File: config.mk
export PLATFORM = sky130hd
export DESIGN_NAME = pipe_ctrl
export DESIGN_NICKNAME = d
export VERILOG_FILES = /design/src/rtl/ctrl_pkg.sv /design/src/rtl/ctrl_decode.sv /design/src/rtl/pipe_ctrl.sv
export SDC_FILE = /design/constraint.sdc
export NUM_CORES = 1
export LEC_CHECK = 0
export CAP_MARGIN = 0
export CORE_AREA = 4 4 74 76
export CTS_BUF_LIST = sky130_fd_sc_hd__clkbuf_8 sky130_fd_sc_hd__clkbuf_16
export CTS_CLUSTER_SIZE = 20
export DETAILED_ROUTE_END_ITERATION = 12
export DIE_AREA = 0 0 78 80
export PLACE_DENSITY_LB_ADDON = 0.25
export SYNTH_ARGS = -nofsm -noshare
export SYNTH_HDL_FRONTEND = slang
export SYNTH_SLANG_ARGS = --single-unit
File: constraint.sdc
create_clock -name clock -period 2.5 [get_ports clock]
set_clock_uncertainty 0.2 [all_clocks]
set_input_delay 0.375 -clock clock [delete_from_list [all_inputs] [get_ports clock]]
set_output_delay 0.375 -clock clock [all_outputs]
set_load 0.05 [all_outputs]
File: src/rtl/ctrl_pkg.sv
// Shared definitions for the pipelined control unit.
// This file holds the opcode and ALU-op encodings and the control bundle
// that is carried from D through X.
package ctrl_pkg;

    localparam int CTRL_REGW   = 5;
    localparam int CTRL_ALUOPW = 5;

    localparam logic [4:0] OP_ALU  = 5'd0;
    localparam logic [4:0] OP_J    = 5'd1;
    localparam logic [4:0] OP_BNE  = 5'd2;
    localparam logic [4:0] OP_JAL  = 5'd3;
    localparam logic [4:0] OP_JR   = 5'd4;
    localparam logic [4:0] OP_ADDI = 5'd5;
    localparam logic [4:0] OP_BLT  = 5'd6;
    localparam logic [4:0] OP_SW   = 5'd7;
    localparam logic [4:0] OP_LW   = 5'd8;
    localparam logic [4:0] OP_SETX = 5'd21;
    localparam logic [4:0] OP_BEX  = 5'd22;

    localparam logic [CTRL_ALUOPW-1:0] ALU_ADD = 5'd0;
    localparam logic [CTRL_ALUOPW-1:0] ALU_SUB = 5'd1;
    localparam logic [CTRL_ALUOPW-1:0] ALU_MUL = 5'd6;
    localparam logic [CTRL_ALUOPW-1:0] ALU_DIV = 5'd7;

    // Per-instruction control. The all-zero value is a bubble.
    typedef struct packed {
        logic                   reg_we;
        logic                   alu_imm;
        logic                   ram_we;
        logic                   ram_rd;
        logic [CTRL_ALUOPW-1:0] alu_op;
        logic [CTRL_REGW-1:0]   dest;
        logic                   is_md;
    } ctrl_t;

    localparam ctrl_t CTRL_NOP = '0;

endpackage

File: src/rtl/ctrl_decode.sv
// D-stage instruction decoder.
// This module is purely combinational. It turns the opcode fields into a
// control bundle and reports which source registers the instruction reads,
// so that the top level can detect load-use hazards.
module ctrl_decode
    import ctrl_pkg::*;
#(
    parameter int LINK_REG   = 31,
    parameter int STATUS_REG = 30
) (
    input  logic [4:0]             opcode,
    input  logic [CTRL_ALUOPW-1:0] alu_op,
    input  logic [CTRL_REGW-1:0]   rd,
    output ctrl_t                  ctrl,
    output logic                   read_rd,
    output logic                   reads_rs,
    output logic                   reads_op2
);

    // Decode table. Any opcode that is not recognised falls back to an all-zero NOP.
    always_comb begin
        ctrl        = CTRL_NOP;
        ctrl.dest   = rd;
        ctrl.alu_op = ALU_ADD;
        read_rd     = 1'b0;
        reads_rs    = 1'b0;
        reads_op2   = 1'b0;
        case (opcode)
            OP_ALU: begin
                ctrl.reg_we = 1'b1;
                ctrl.alu_op = alu_op;
                ctrl.is_md  = (alu_op == ALU_MUL) || (alu_op == ALU_DIV);
                reads_rs    = 1'b1;
                reads_op2   = 1'b1;
            end
            OP_J, OP_BEX: begin
                ctrl.reg_we = 1'b0;
            end
            OP_BNE, OP_BLT: begin
                ctrl.alu_op = ALU_SUB;
                read_rd     = 1'b1;
                reads_rs    = 1'b1;
                reads_op2   = 1'b1;
            end
            OP_JAL: begin
                ctrl.reg_we = 1'b1;
                ctrl.dest   = CTRL_REGW'(LINK_REG);
            end
            OP_JR: begin
                read_rd   = 1'b1;
                reads_rs  = 1'b1;
                reads_op2 = 1'b1;
            end
            OP_ADDI: begin
                ctrl.reg_we  = 1'b1;
                ctrl.alu_imm = 1'b1;
                reads_rs     = 1'b1;
            end
            OP_SW: begin
                ctrl.alu_imm = 1'b1;
                ctrl.ram_we  = 1'b1;
                read_rd      = 1'b1;
                reads_rs     = 1'b1;
                reads_op2    = 1'b1;
            end
            OP_LW: begin
                ctrl.reg_we  = 1'b1;
                ctrl.alu_imm = 1'b1;
                ctrl.ram_rd  = 1'b1;
                reads_rs     = 1'b1;
            end
            OP_SETX: begin
                ctrl.reg_we = 1'b1;
                ctrl.dest   = CTRL_REGW'(STATUS_REG);
            end
            default: begin
                ctrl = CTRL_NOP;
            end
        endcase
    end

endmodule

File: src/rtl/pipe_ctrl.sv
// Pipelined control unit.
// It decodes the D-stage instruction and carries its control through the
// X, M and W registers. Three interlocks are handled here: the multi-cycle
// multdiv hold, the taken-branch flush and the load-use stall.
// The widths of the control bundle are fixed by ctrl_pkg, so any override
// of REGW or ALUOPW must match the package widths.
module pipe_ctrl
    import ctrl_pkg::*;
#(
    parameter int REGW       = 5,
    parameter int ALUOPW     = 5,
    parameter int MD_LATENCY = 17,
    parameter int LINK_REG   = 31,
    parameter int STATUS_REG = 30
) (
    input  logic              clock,
    input  logic              reset,
    input  logic              d_valid,
    input  logic [4:0]        d_opcode,
    input  logic [ALUOPW-1:0] d_alu_op,
    input  logic [REGW-1:0]   d_rd,
    input  logic [REGW-1:0]   d_rs,
    input  logic [REGW-1:0]   d_rt,
    input  logic              x_branch_taken,
    output logic              d_read_rd,
    output logic              stall_fd,
    output logic              flush_fd,
    output logic              x_valid,
    output logic [ALUOPW-1:0] x_alu_op,
    output logic              x_alu_imm,
    output logic              x_md_start,
    output logic              md_busy,
    output logic              m_valid,
    output logic              m_ram_we,
    output logic              m_ram_rd,
    output logic              w_valid,
    output logic              w_reg_we,
    output logic [REGW-1:0]   w_dest,
    output logic              w_from_ram
);

    localparam int             MDW     = $clog2(MD_LATENCY);
    localparam logic [MDW-1:0] MD_LOAD = MDW'(MD_LATENCY - 1);

    ctrl_t           d_ctrl;
    ctrl_t           x_ctrl;
    logic            d_reads_rs;
    logic            d_reads_op2;
    logic [REGW-1:0] d_op2;
    logic [MDW-1:0]  md_cnt;
    logic            load_use;
    logic            branch_flush;
    logic            x_load;
    logic            m_reg_we;
    logic [REGW-1:0] m_dest;
    logic            w_reg_we_raw;

    ctrl_decode #(
        .LINK_REG   (LINK_REG),
        .STATUS_REG (STATUS_REG)
    ) u_decode (
        .opcode    (d_opcode),
        .alu_op    (d_alu_op),
        .rd        (d_rd),
        .ctrl      (d_ctrl),
        .read_rd   (d_read_rd),
        .reads_rs  (d_reads_rs),
        .reads_op2 (d_reads_op2)
    );

    // The second read port uses rd for stores, branches and jr.
    // The hazard compare has to look at the same register.
    assign d_op2 = d_read_rd ? d_rd : d_rt;

    assign md_busy = (md_cnt != '0);

    // Only a counter that has just been loaded holds MD_LOAD, so this flags
    // the first X cycle of a multdiv.
    assign x_md_start = x_valid && x_ctrl.is_md && (md_cnt == MD_LOAD);

    assign load_use = x_valid && x_ctrl.ram_rd && (x_ctrl.dest != '0) && d_valid &&
                      ((d_reads_rs  && (d_rs  == x_ctrl.dest)) ||
                       (d_reads_op2 && (d_op2 == x_ctrl.dest)));

    assign branch_flush = x_branch_taken && x_valid && !md_busy;

    // The multdiv hold overrides everything. A flush discards the D
    // instruction, so a load-use stall on that same instruction is moot.
    assign stall_fd = md_busy || (load_use && !branch_flush);
    assign flush_fd = branch_flush;
    assign x_load   = !md_busy && !branch_flush && !load_use;

    assign x_alu_op  = x_ctrl.alu_op;
    assign x_alu_imm = x_ctrl.alu_imm;
    assign w_reg_we  = w_valid && w_reg_we_raw && (w_dest != '0);

    // X register: it holds during a multdiv and takes a bubble on a flush or a load-use stall.
    always_ff @(posedge clock or negedge reset) begin
        if (!reset) begin
            x_valid <= 1'b0;
            x_ctrl  <= CTRL_NOP;
        end else if (!md_busy) begin
            if (x_load && d_valid) begin
                x_valid <= 1'b1;
                x_ctrl  <= d_ctrl;
            end else begin
                x_valid <= 1'b0;
                x_ctrl  <= CTRL_NOP;
            end
        end
    end

    // Multdiv occupancy counter: it is loaded when a mul/div enters X and counts down to zero.
    always_ff @(posedge clock or negedge reset) begin
        if (!reset) begin
            md_cnt <= '0;
        end else if (md_busy) begin
            md_cnt <= md_cnt - 1'b1;
        end else if (x_load && d_valid && d_ctrl.is_md) begin
            md_cnt <= MD_LOAD;
        end
    end

    // M register: it takes a bubble while X is held by a multdiv.
    always_ff @(posedge clock or negedge reset) begin
        if (!reset) begin
            m_valid  <= 1'b0;
            m_reg_we <= 1'b0;
            m_ram_we <= 1'b0;
            m_ram_rd <= 1'b0;
            m_dest   <= '0;
        end else if (md_busy) begin
            m_valid  <= 1'b0;
            m_reg_we <= 1'b0;
            m_ram_we <= 1'b0;
            m_ram_rd <= 1'b0;
            m_dest   <= '0;
        end else begin
            m_valid  <= x_valid;
            m_reg_we <= x_ctrl.reg_we;
            m_ram_we <= x_ctrl.ram_we;
            m_ram_rd <= x_ctrl.ram_rd;
            m_dest   <= x_ctrl.dest;
        end
    end

    // W register: it always advances from M.
    always_ff @(posedge clock or negedge reset) begin
        if (!reset) begin
            w_valid      <= 1'b0;
            w_reg_we_raw <= 1'b0;
            w_dest       <= '0;
            w_from_ram   <= 1'b0;
        end else begin
            w_valid      <= m_valid;
            w_reg_we_raw <= m_reg_we;
            w_dest       <= m_dest;
            w_from_ram   <= m_ram_rd;
        end
    end

endmodule

==> flow_metrics.tcl <==
set metrics [dict create \
    holdCritPathClass "input pin to async pin" \
    remaining_drc_errors 0 \
    ys_top_cells_by_area "dfrtp_1, a22o_1, nor2_1, xnor2_1, a21oi_1" \
    max-cap-violations 0 \
    cts_sinks 38 \
    ys_ff_latch 38 \
    setup_ws_ns -0.2087 \
    fmax_ghz 0.3692 \
    swShare_pct 39.00 \
    tritoncts "yes" \
    ios 52 \
    rsz0062_at_grt "yes" \
    clk_path_buf_depth 2 \
    layout_commonest_cell "buf_4" \
    leakage_nw 1.517 \
    vias 1980 \
    run_status "finished with violations" \
    synthCells 211 \
    seqPwrFrac_pct 34.0 \
    synth_area_leader_cell "dfrtp_1" \
    die_height_um 80 \
    tightestPinTransition_ns 0.8130 \
    hpwlAfterDp_um 4562 \
    drtPass1Iterations 4 \
    die-area_um2 6240 \
    worstPathRequired_ns 1.92 \
    synthesis.nets 241 \
    synth_warnings 0 \
    start_util_pct 43.95 \
    synth-seq-area-share_pct 45.81 \
    die_w_um 78 \
    finalInstanceArea_um2 3227 \
    grt_max_degree 39 \
    clk_latency_ns 0.29 \
    finalHoldViolations 38 \
    peakVddDrop_mv 0.4276 \
    syn_area_um2 2076 \
    slew_viol_final 0 \
    area_growth_syn_to_layout_pct 55.45 \
    power_switching_mw 1.009 \
    via_per_inst 5.252 \
    detail-route-antenna-nets 0 \
    grt_pass1_vias 1918 \
    failed_checks "negative hold slack, negative setup slack" \
    post_dp_cell_area_um2 3007 \
    wl_per_cell_um 15.45 \
    core_um2 4723 \
    drive_gt1_share_pct 32.26 \
    io_buffers 51 \
    worst-path-buf-inv 3 \
    crit_path_start_kind "input pin" \
    finalSetupViolCount 1 \
    relSlewSlack_pct 45.80 \
    synth_edf_count 0 \
    slowest_stage "a2111o_1" \
    place_congestion 0.9023 \
    htree_levels 2 \
    crit_type "input pin to output pin" \
    synth.top_cell.area_share_pct 45.81 \
    grt_pass1_wl_um 9508 \
    crit_path_max_incr_delay_ns 0.43 \
    p_clk_share_pct 16.4 \
    grt_overflow_total 0 \
    ys.flop_type "dfrtp_1" \
    synth_area_per_cell_um2 9.838 \
    cts_made_buffers 5 \
    period_share_pct 108.3 \
    finalCriticalPeriod_ns 2.709 \
    antenna_found_initial 0 \
    fp-row-count 25 \
    fin_nets 339 \
    p_per_area_nw_per_um2 801.9 \
    synth_cell_type_count 48 \
    cp_max_fo 2 \
    totalWireLength_um 5825 \
    arrival_ns 2.13 \
    worst_hold_slack_ns -0.02074 \
    cp_cell_sequence "clkdlybuf4s50_1 -> inv_2 -> o22ai_1 -> a2111o_1 -> a2111oi_4 -> o211ai_1 -> nand2_2 -> buf_12" \
    grt_use_total_pct 19.56 \
    setup_tns_ns -0.2087 \
    crit_path_end_kind "output pin" \
    diodes 0 \
    intPower_mw 1.578 \
    combinationalPowerShare_pct 49.7 \
    drtIter0Drc 128 \
    async_flop_share_pct 100.0 \
    cts-root-buf "clkbuf_8" \
    final_cell_mix "buf_4, dfrtp_1, clkdlybuf4s50_1" \
    clkTransAtPathRegs_ns 0.07 \
    cpLargestDelayFamily "compound AO/OA/AOI/OAI gates" \
    p_total_mw 2.588 \
]
[routing by layer]
metal / global-route usage (%) / vias up / share of wire (%)
met5: 0 / - / 0
met4: 6.119 / 0 / 1.7
met3: 2.935 / 9 / 3.7
met2: 32.71 / 54 / 50
met1: 26.08 / 960 / 44
li1: - / 957 / -
[power by group through the flow]
stage | combinational, mW | clock, mW | sequential, mW
after floorplan | 0.635 | 0 | 0.947
after global placement | 1.19 | 0 | 0.872
after detailed placement | 1.21 | 0 | 0.875
after CTS | 1.22 | 0.433 | 0.867
after global routing | 1.38 | 0.463 | 0.902
final | 1.28 | 0.423 | 0.879
[path summary, 6_finish.rpt]
| kind | startpoint | endpoint | slack [ns] | cells after the start |
|---|---|---|---|---|
| worst max-delay path | d_rt[0] | stall_fd | -0.21 | 8 |
| worst max register to register | x_ctrl[2] | x_ctrl[0] | 0.09 | 8 |
| max in group asynchronous | reset | w_dest[1] | 1.61 | 1 |
| worst min-delay path | reset | x_ctrl[12] | -0.02 | 1 |
| worst min register to register | m_reg_we | w_reg_we_raw | 0.15 | 0 |
| min in group clock | m_reg_we | w_reg_we_raw | 0.15 | 0 |
[repair_timing]
action,4_1_cts,5_1_grt
resized for setup,17,21
pin swaps,5,6
buffers inserted,1,4
hold buffers,0,0
setup endpoints to repair,22,8
[synthesized netlist by cell type (all sizes together) (6+ instances only)]
| library cell | instances |
|---|---|
| inv | 12 |
| buf | 11 |
| dfrtp | 38 |
| nand3 | 6 |
| a22o | 16 |
| nor2 | 24 |
| xnor2 | 6 |
| nand2 | 9 |
| and2 | 7 |
| and3 | 6 |
| a21oi | 9 |
| o21ai | 6 |
[registers in the layout, summed over array words and instances (netlist names)]
signal	count
m_dest	5
m_ram_rd	1
m_ram_we	1
m_reg_we	1
m_valid	1
md_cnt	5
w_dest	5
w_from_ram	1
w_reg_we_raw	1
w_valid	1
x_alu_imm	1
x_alu_op	5
x_ctrl	9
x_valid	1
[worst reg2reg max path: cells and delay by family (launching register included)]
kind,cells,cell delay [ns]
xor+xnor,1,0.15
flops,1,0.43
buf+inv,3,0.51
compound gates,4,1.04
[area by class of cell]
cell class                      instances  area [um^2]
Multi-Input combinational cell        144         1081
Clock buffer                            6        82.58
Fill cell                             370         1496
Inverter                               13        52.55
Clock inverter                          2        8.758
Sequential cell                        38        950.9
Timing Repair Buffer                  107        967.2
Tap cell                               67        83.83
[logic make-up (layout without fill, tap and decap cells)]
group	count (synthesis)	count (layout)	synth area share, %
AND/OR/NAND/NOR	74	74	18.81
AO/OA/AOI/OAI	58	58	22.91
flip-flops	38	38	45.81
buffers and inverters	29	128	7.233
XOR/XNOR	11	11	4.641
adder cells (fa/ha/maj)	1	1	0.6027
[metrics by stage]
stage	util [%]	std cells	hold slack, ns	worst slack (ns)
floorplan	-	211	-0.1206	-0.03872
global placement	63.66	364	0.1318	-0.5723
detailed placement	63.66	364	0.1355	-0.5741
CTS	66.73	373	0.001891	-0.2441
global route	68.32	377	0.05077	-0.3023
finish	68.32	377	-0.02074	-0.2087
(Power assumes the default switching activity.)
